## config.mk

```make
export PLATFORM = sky130hd
export DESIGN_NAME = dmem_arbiter
export DESIGN_NICKNAME = d
export VERILOG_FILES = /design/src/rtl/dmem_arb_pkg.sv /design/src/rtl/dmem_arb_wait_cnt.sv /design/src/rtl/dmem_arbiter.sv
export SDC_FILE = /design/constraint.sdc
export NUM_CORES = 1
export LEC_CHECK = 0
export ABC_AREA = 1
export CAP_MARGIN = 5
export CELL_PAD_IN_SITES_DETAIL_PLACEMENT = 1
export CELL_PAD_IN_SITES_GLOBAL_PLACEMENT = 2
export CORE_ASPECT_RATIO = 0.8
export CORE_UTILIZATION = 10
export DETAILED_ROUTE_END_ITERATION = 16
export GPL_TIMING_DRIVEN = 0
export PLACE_DENSITY = 0.87
export REMOVE_ABC_BUFFERS = 1
export SYNTH_ARGS = -nofsm -noshare
export SYNTH_HDL_FRONTEND = slang
export SYNTH_SLANG_ARGS = --single-unit
```

## constraint.sdc

```tcl
create_clock -name clk -period 1.1 [get_ports clk]
set_input_delay 0.11 -clock clk [delete_from_list [all_inputs] [get_ports clk]]
set_output_delay 0.11 -clock clk [all_outputs]
set_load 0.01 [all_outputs]
```

## src/rtl/dmem_arb_pkg.sv

```systemverilog
// Shared types and constants for the data-memory arbiter and data_memory_unit.
// Owner encoding, FSM states and RISC-V load/store Func3 codes.
package dmem_arb_pkg;

   typedef enum logic [0:0] {
      S_CPU   = 1'b0,
      S_FORCE = 1'b1
   } state_t;

   typedef enum logic [1:0] {
      OWN_NONE = 2'd0,
      OWN_CPU  = 2'd1,
      OWN_DMA  = 2'd2
   } owner_t;

   localparam logic [2:0] LB  = 3'b000;
   localparam logic [2:0] LH  = 3'b001;
   localparam logic [2:0] LW  = 3'b010;
   localparam logic [2:0] LBU = 3'b100;
   localparam logic [2:0] LHU = 3'b101;
   localparam logic [2:0] SB  = 3'b000;
   localparam logic [2:0] SH  = 3'b001;
   localparam logic [2:0] SW  = 3'b010;

endpackage

```

## src/rtl/dmem_arb_wait_cnt.sv

```systemverilog
// Saturating count of cycles a DMA request has been refused.
// o_tc flags the last refusal before a forced DMA slot is due.
module dmem_arb_wait_cnt #(
   parameter  int MAX_WAIT = 8,
   localparam int CNT_W    = $clog2(MAX_WAIT + 1)
) (
   input  logic clk,
   input  logic reset,
   input  logic i_inc,
   input  logic i_clr,
   output logic o_tc
);

   localparam logic [CNT_W-1:0] CNT_MAX = CNT_W'(MAX_WAIT);
   localparam logic [CNT_W-1:0] CNT_TC  = CNT_W'(MAX_WAIT - 1);

   logic [CNT_W-1:0] r_cnt;

   always_ff @(posedge clk) begin
      if (reset) begin
         r_cnt <= '0;
      end else if (i_clr) begin
         r_cnt <= '0;
      end else if (i_inc && (r_cnt != CNT_MAX)) begin
         r_cnt <= r_cnt + 1'b1;
      end
   end

   assign o_tc = (r_cnt == CNT_TC);

endmodule

```

## src/rtl/dmem_arbiter.sv

```systemverilog
// Shares data_memory_unit between the core M stage (priority) and a DMA port.
// DMEM_ARB_STARVE_GUARD_EN compiles in the wait counter and the forced DMA slot.
//
// state   | meaning
// S_CPU   | core has priority, DMA served only when core is idle
// S_FORCE | one-cycle slot where a pending DMA request wins over the core
module dmem_arbiter
   import dmem_arb_pkg::*;
#(
   parameter int MAX_WAIT = 8
) (
   input  logic        clk,
   input  logic        reset,
   input  logic        cpu_req,
   input  logic        cpu_we,
   input  logic [31:0] cpu_addr,
   input  logic [31:0] cpu_wdata,
   input  logic [2:0]  cpu_func3,
   output logic [31:0] cpu_rdata,
   output logic        cpu_stall,
   input  logic        dma_valid,
   output logic        dma_ready,
   input  logic        dma_we,
   input  logic [31:0] dma_addr,
   input  logic [31:0] dma_wdata,
   input  logic [2:0]  dma_func3,
   output logic        dma_rvalid,
   output logic [31:0] dma_rdata,
   output logic        mem_en_write,
   output logic [31:0] mem_address,
   output logic [31:0] mem_store_data,
   output logic [2:0]  mem_func3,
   input  logic [31:0] mem_load_data
);

   state_t      w_state;
   owner_t      w_owner;
   logic        r_dma_rvalid;
   logic [31:0] r_dma_rdata;

`ifdef DMEM_ARB_STARVE_GUARD_EN
   state_t r_state;
   state_t w_state_nxt;
   logic   w_dma_refused;
   logic   w_tc;

   assign w_dma_refused = dma_valid & ~dma_ready;

   dmem_arb_wait_cnt #(
      .MAX_WAIT (MAX_WAIT)
   ) u_wait_cnt (
      .clk   (clk),
      .reset (reset),
      .i_inc (w_dma_refused),
      .i_clr (~dma_valid | dma_ready),
      .o_tc  (w_tc)
   );

   always_ff @(posedge clk) begin
      if (reset) begin
         r_state <= S_CPU;
      end else begin
         r_state <= w_state_nxt;
      end
   end

   always_comb begin
      w_state_nxt = r_state;
      case (r_state)
         S_CPU:   if (w_tc && w_dma_refused) w_state_nxt = S_FORCE;
         S_FORCE: w_state_nxt = S_CPU;
         default: w_state_nxt = S_CPU;
      endcase
   end

   assign w_state = r_state;
`else
   assign w_state = S_CPU;
`endif

   always_comb begin
      w_owner = OWN_NONE;
      if (!reset) begin
         if (w_state == S_FORCE) begin
            if (dma_valid)    w_owner = OWN_DMA;
            else if (cpu_req) w_owner = OWN_CPU;
         end else begin
            if (cpu_req)        w_owner = OWN_CPU;
            else if (dma_valid) w_owner = OWN_DMA;
         end
      end
   end

   always_comb begin
      mem_en_write   = 1'b0;
      mem_address    = '0;
      mem_store_data = '0;
      mem_func3      = '0;
      cpu_rdata      = '0;
      cpu_stall      = 1'b0;
      dma_ready      = 1'b0;
      case (w_owner)
         OWN_CPU: begin
            mem_en_write   = cpu_we;
            mem_address    = cpu_addr;
            mem_store_data = cpu_wdata;
            mem_func3      = cpu_func3;
            cpu_rdata      = mem_load_data;
         end
         OWN_DMA: begin
            mem_en_write   = dma_we;
            mem_address    = dma_addr;
            mem_store_data = dma_wdata;
            mem_func3      = dma_func3;
            dma_ready      = 1'b1;
            cpu_stall      = cpu_req;
         end
         default: ;
      endcase
   end

   always_ff @(posedge clk) begin
      if (reset) begin
         r_dma_rvalid <= 1'b0;
         r_dma_rdata  <= '0;
      end else begin
         r_dma_rvalid <= dma_ready & ~dma_we;
         if (dma_ready && !dma_we) r_dma_rdata <= mem_load_data;
      end
   end

   // Synchronous reset lands one edge late; mask the response so an in-flight read never shows.
   assign dma_rvalid = r_dma_rvalid & ~reset;
   assign dma_rdata  = reset ? '0 : r_dma_rdata;

endmodule

```

-- After elaboration in Yosys (flattened, before gate mapping)
Cells that the tools add are included.
- flip-flop bits (word level): 33
- logic and storage cells: 21
- equality and inequality tests: 2
- mux-type cells: 11
- bitwise operators: 4
- reductions and logical operators: 2
- operator list (cell ; count):
    case mux 32 bit (2 select lines) ; 2
    two-way mux 32 bit ; 2
    two-way mux 2 bit ; 3
    case mux 3 bit (2 select lines) ; 1
    bitwise AND 1 bit ; 2
    == test 2 x 1 -> 1 bit (second input constant) ; 1
    == test 2 bit (second input constant) ; 1
    two-way mux 1 bit ; 2
    inverter 1 bit ; 2
    case mux 1 bit (2 select lines) ; 1
    logical AND 1 bit ; 1
    zero test 1 bit ; 1

-- Depth between registers and ports, before layout
- depth after elaboration: 6
- gate-level depth with buffers: 8

-- Worst setup path before layout
No wires, ideal clock.
- path type: in2out
- start point: input port reset
- end point: output port mem_address[10]
- arrival: 0.918 ns
- required time: 0.990 ns
- slack: 0.072 ns
- stages on the path: 8
- buffers on the path: 3
- path through: buf_2 -> inv_4 -> nand2_2 -> inv_2 -> buf_4 -> buf_4 -> nand2_1 -> nand2_1
- longest elaborated chain between the ends: 3
- ends and longest elaborated chain (element ; RTL line ; text):
    start, declared ; dmem_arbiter.sv:13 ; input logic reset,
    two-way mux 2 bit (*) ; dmem_arbiter.sv:83 ; if (!reset) begin
    == test 2 bit / == test 2 x 1 -> 1 bit (equally long branches) ; dmem_arbiter.sv:102 ; case (w_owner)
    case mux 32 bit (2 select lines) (*) ; dmem_arbiter.sv:102 ;
    end, declared ; dmem_arbiter.sv:30 ; output logic [31:0] mem_address,
Every way passes the cells marked *; elsewhere a longest branch is shown, timed or not.

-- Worst setup path after layout
- start point: input port cpu_req
- end point: output port mem_address[26]
- longest elaborated chain between the ends: 4
- ends and longest elaborated chain (element ; RTL line ; text):
    start, declared ; dmem_arbiter.sv:14 ; input logic cpu_req,
    two-way mux 2 bit (*) ; dmem_arbiter.sv:88 ; if (cpu_req) w_owner = OWN_CPU;
    two-way mux 2 bit (*) ; dmem_arbiter.sv:83 ;
    == test 2 bit / == test 2 x 1 -> 1 bit (equally long branches) ; dmem_arbiter.sv:102 ;
    case mux 32 bit (2 select lines) (*) ; dmem_arbiter.sv:102 ;
Marked as above.

==> metrics.md <==
| Metric | Value |
|---|---|
| Drt total wl | 20.8 mm |
| Seq/Total Area, Yosys | 25.6% |
| Cells after synthesis | 507 |
| CP startpoint | cpu_req |
| Gr busiest metal | met2 |
| Via Count | 4,409 |
| Slowest cell on the critical path | nor2_4 |
| Vias/cell | 3.77 |
| Share of cells above drive strength 1 | 40.2% |
| Post-DRT Antenna Nets | 0 |
| WS Path Type | input pin to output pin |
| Synth Area in XOR/XNOR | 0% |
| Die height | 146 um |
| Area after DPL | 5870 um2 |
| Async S/R FF share, synth | 0% |
| Worst Skew | 0 ns |
| Hold-fix buffers, CTS | 0 |
| WP data arrival | 1.10 ns |
| First-pass GRT wire length | 29.7 mm |
| Grt met1 use | 16.8% |
| Compound-cell area share of the yosys netlist | 0.194% |
| Root buffer cell | clkbuf_16 |
| Worst path max stage delay | 0.17 ns |
| Post-synthesis adder-cell area fraction | 0% |
| DRC | 0 |
| Final setup fails | 58 |
| Initial antenna violation count | 1 |
| Yosys warnings | 0 |
| Starting density of the core | 10.2% |
| Slew Viols, Final | 0 |
| RSZ-0062 raised after global routing | yes |
| Synth Cell Area | 2580 um2 |
| Post-synthesis mux area share | 0% |
| Count leader, synth | nand2_1 |
| PortBufs | 305 |
| Die Area | 26,400 um2 |
| Yosys top cell by area | nand2_1 |
| Area grow syn2layout | 186% |
| Critical Path Source Type | input pin |
| Failing checks | setup timing |
| Buffers & Inverters on Critical Path | 5 |
| Worst hold-check path type | input pin to flip-flop |
| Syn_area_per_cell | 5.08 um2 |
| Total CTS buffers | 5 |
| Cell area power density | 664 nW/um2 |
| Core area | 25,300 um2 |
| Crit path cell chain | buf_16, nor2_4, nand2_8, buf_8, inv_16, buf_8, nand2_2, nand2_2, buf_6 |
| GRT Total Usage | 15.2% |
| Run status | finished with violations |
| Tcrit/Tclk final | 110% |
| Worst-path clk slew | 0.05 ns |
| Ports | 307 |
| List of most frequent post-synthesis cells | nand2_1 (267), inv_1 (67), nor2_1 (65) |
| Gr ovfl total | 0 |
| Peak supply drop | 418 uV |
| #FFs+latches synth | 33 |
| Crit path capture | mem_address[26] |
| Final Net Count | 1,015 |
| Routed len/inst | 17.8 um |
| Largest net degree at the start of global routing | 19 |
| Register-to-Register Path Depth | 4 |
| Reg2Reg Setup Slack | 0.42 ns |
| Placed Instances | 1,102 |
| DR pass1 iterations | 4 |
| Post-synthesis cell type count | 17 |
| Met2 Usage GRT | 28.6% |
| Max FO, Critical Path | 4 |
| Setup TNS Final | -2.12 ns |
| HPWL after detailed placement | 12.1 mm |
| Post-route insts no fill | 1,168 |
| Worst reg2reg startpoint | r_dma_rdata[0] |
| Lkg Pwr | 0.00385 uW |
| RR Endpoint | r_dma_rdata[0] |
| Max cap viols | 0 |
| CTS tree | built |
| Vias in the first global route | 4,497 |
| Synth area leaders | nand2_1 (39%), dfxtp_1 (26%), inv_1 (9.8%), nor2_1 (9.5%), nand4_1 (7.8%) |
| Gp weighted congestion | 0.733 |
| Instance count on the critical path | 9 |
| Top cell type's share of synthesized area | 38.9% |
| Slew at the pin closest to its max-slew limit | 0.564 ns |
| CTS Buffer Depth | 2 |
| Combinational family with the most area after synthesis | simple AND/OR/NAND/NOR gates |
| Std cell rows | 52 |
| Setup WS post-layout | -0.110 ns |
| Post-synthesis simple-gate area fraction | 57.0% |
| Diode count | 0 |
| H-tree levels | 2 |
| Number of synthesized flops with an enable pin | 0 |
| CP required | 0.99 ns |
| Maximum clock rate | 826 MHz |
| Met3 usage | 3.98% |
| DRT iter0 DRCs | 145 |
| Fin util | 29.2% |
| Clock Sink Count | 33 |
| Top_reg_cell synth | dfxtp_1 |
| Final min period | 1.21 ns |
| Chip width | 181 um |
| Hold Slack | 0.150 ns |
| Delay-heaviest family, CP | buffers and inverters |
| Slew HR | 62.3% |
| Crit end category | output pin |
| Skew-Pair Late Insertion Delay | 0.28 ns |
| Final hold violation count | 0 |
| Fin area | 7380 um2 |
## power by group
part	leakage, uW	switching, uW	total [uW]	internal (uW)
clock network	0.0000706	521	1350	831
registers	0.000268	10.3	1250	1240
logic	0.00351	1100	2300	1190
## how the worst min path moves through the flow
stage | start | to | slack (ns) | cells after the start
6_report | reset | r_dma_rdata[25] | 0.15 | 4
5_1_grt | reset | r_dma_rdata[25] | 0.16 | 4
4_1_cts | reset | r_dma_rdata[29] | 0.21 | 4
3_5_place_dp | r_dma_rdata[4] | r_dma_rdata[4] | 0.51 | 4
3_3_place_gp | r_dma_rdata[17] | r_dma_rdata[17] | 0.50 | 4
2_1_floorplan | mem_load_data[0] | r_dma_rdata[0] | 0.27 | 2
## timing repair
item / 4_1_cts / 5_1_grt
gates resized for setup: 644 / 230
endpoints found under the setup margin: 167 / 127
pin swaps: 17 / 48
setup buffers: 17 / 14
cloned: 25 / 3
## per-layer routing
metal | up-vias | routed length (um)
met5 | - | 13
met4 | 2 | 492
met3 | 24 | 1510
met2 | 188 | 10700
met1 | 2002 | 8060
li1 | 2193 | -
## stage by stage
stage,power (uW),setup WS [ns]
floorplan,1730,-0.521
global placement,2990,-4.07
detailed placement,3000,-2.78
CTS,4670,-0.0748
global route,5190,-0.157
finish,4900,-0.110
## worst reg2reg max path, delay by kind of cell, from the launching register on
kind / cells / cell delay, ns
and+or+nand+nor: 3 / 0.28
buffers and inverters: 1 / 0.04
DFF: 1 / 0.30
## kinds of logic (layout without fill, tap and decap cells)
family | count (synthesis) | in the layout
compound gates | 1 | 1
other cells | 1 | 1
flops | 33 | 33
simple gates | 367 | 374
buf+inv | 105 | 435
## area by class of cell
cell class / instances / area [um2]
fill: 3048 / 17900
timing repair buffer: 336 / 3250
multi-input combinational: 376 / 2290
sequential: 33 / 661
tap: 324 / 405
inverter: 71 / 330
timing repair inverter: 20 / 304
clock buffer: 6 / 129
clock inverter: 2 / 10.0
## state kept, by name (all words and copies together) (netlist names)
register and flops:
r_dma_rdata 32, r_dma_rvalid 1
## placed cells by master (no fill, tap or decap), types with 2 or more instances in the layout
master and instances:
nor2_1 54, inv_6 5, clkinv_8 5, buf_6 47, buf_8 2, nand2_1 150
buf_12 16, clkdlybuf4s15_2 9, inv_12 2, clkinv_16 2, clkinv_2 2, nor2_4 2
clkbuf_16 5, nand2_8 8, dlygate4sd2_1 5, nand2_4 62, nand4_1 32, buf_2 65
inv_8 3, buf_16 3, inv_16 6, buf_4 11, dlymetal6s2s_1 2, clkbuf_2 15
nor2_2 11, clkdlybuf4s50_1 160, nand3_4 2, dfxtp_1 33, nand2_2 53, inv_1 66
Power figures use the tool's default switching activity.
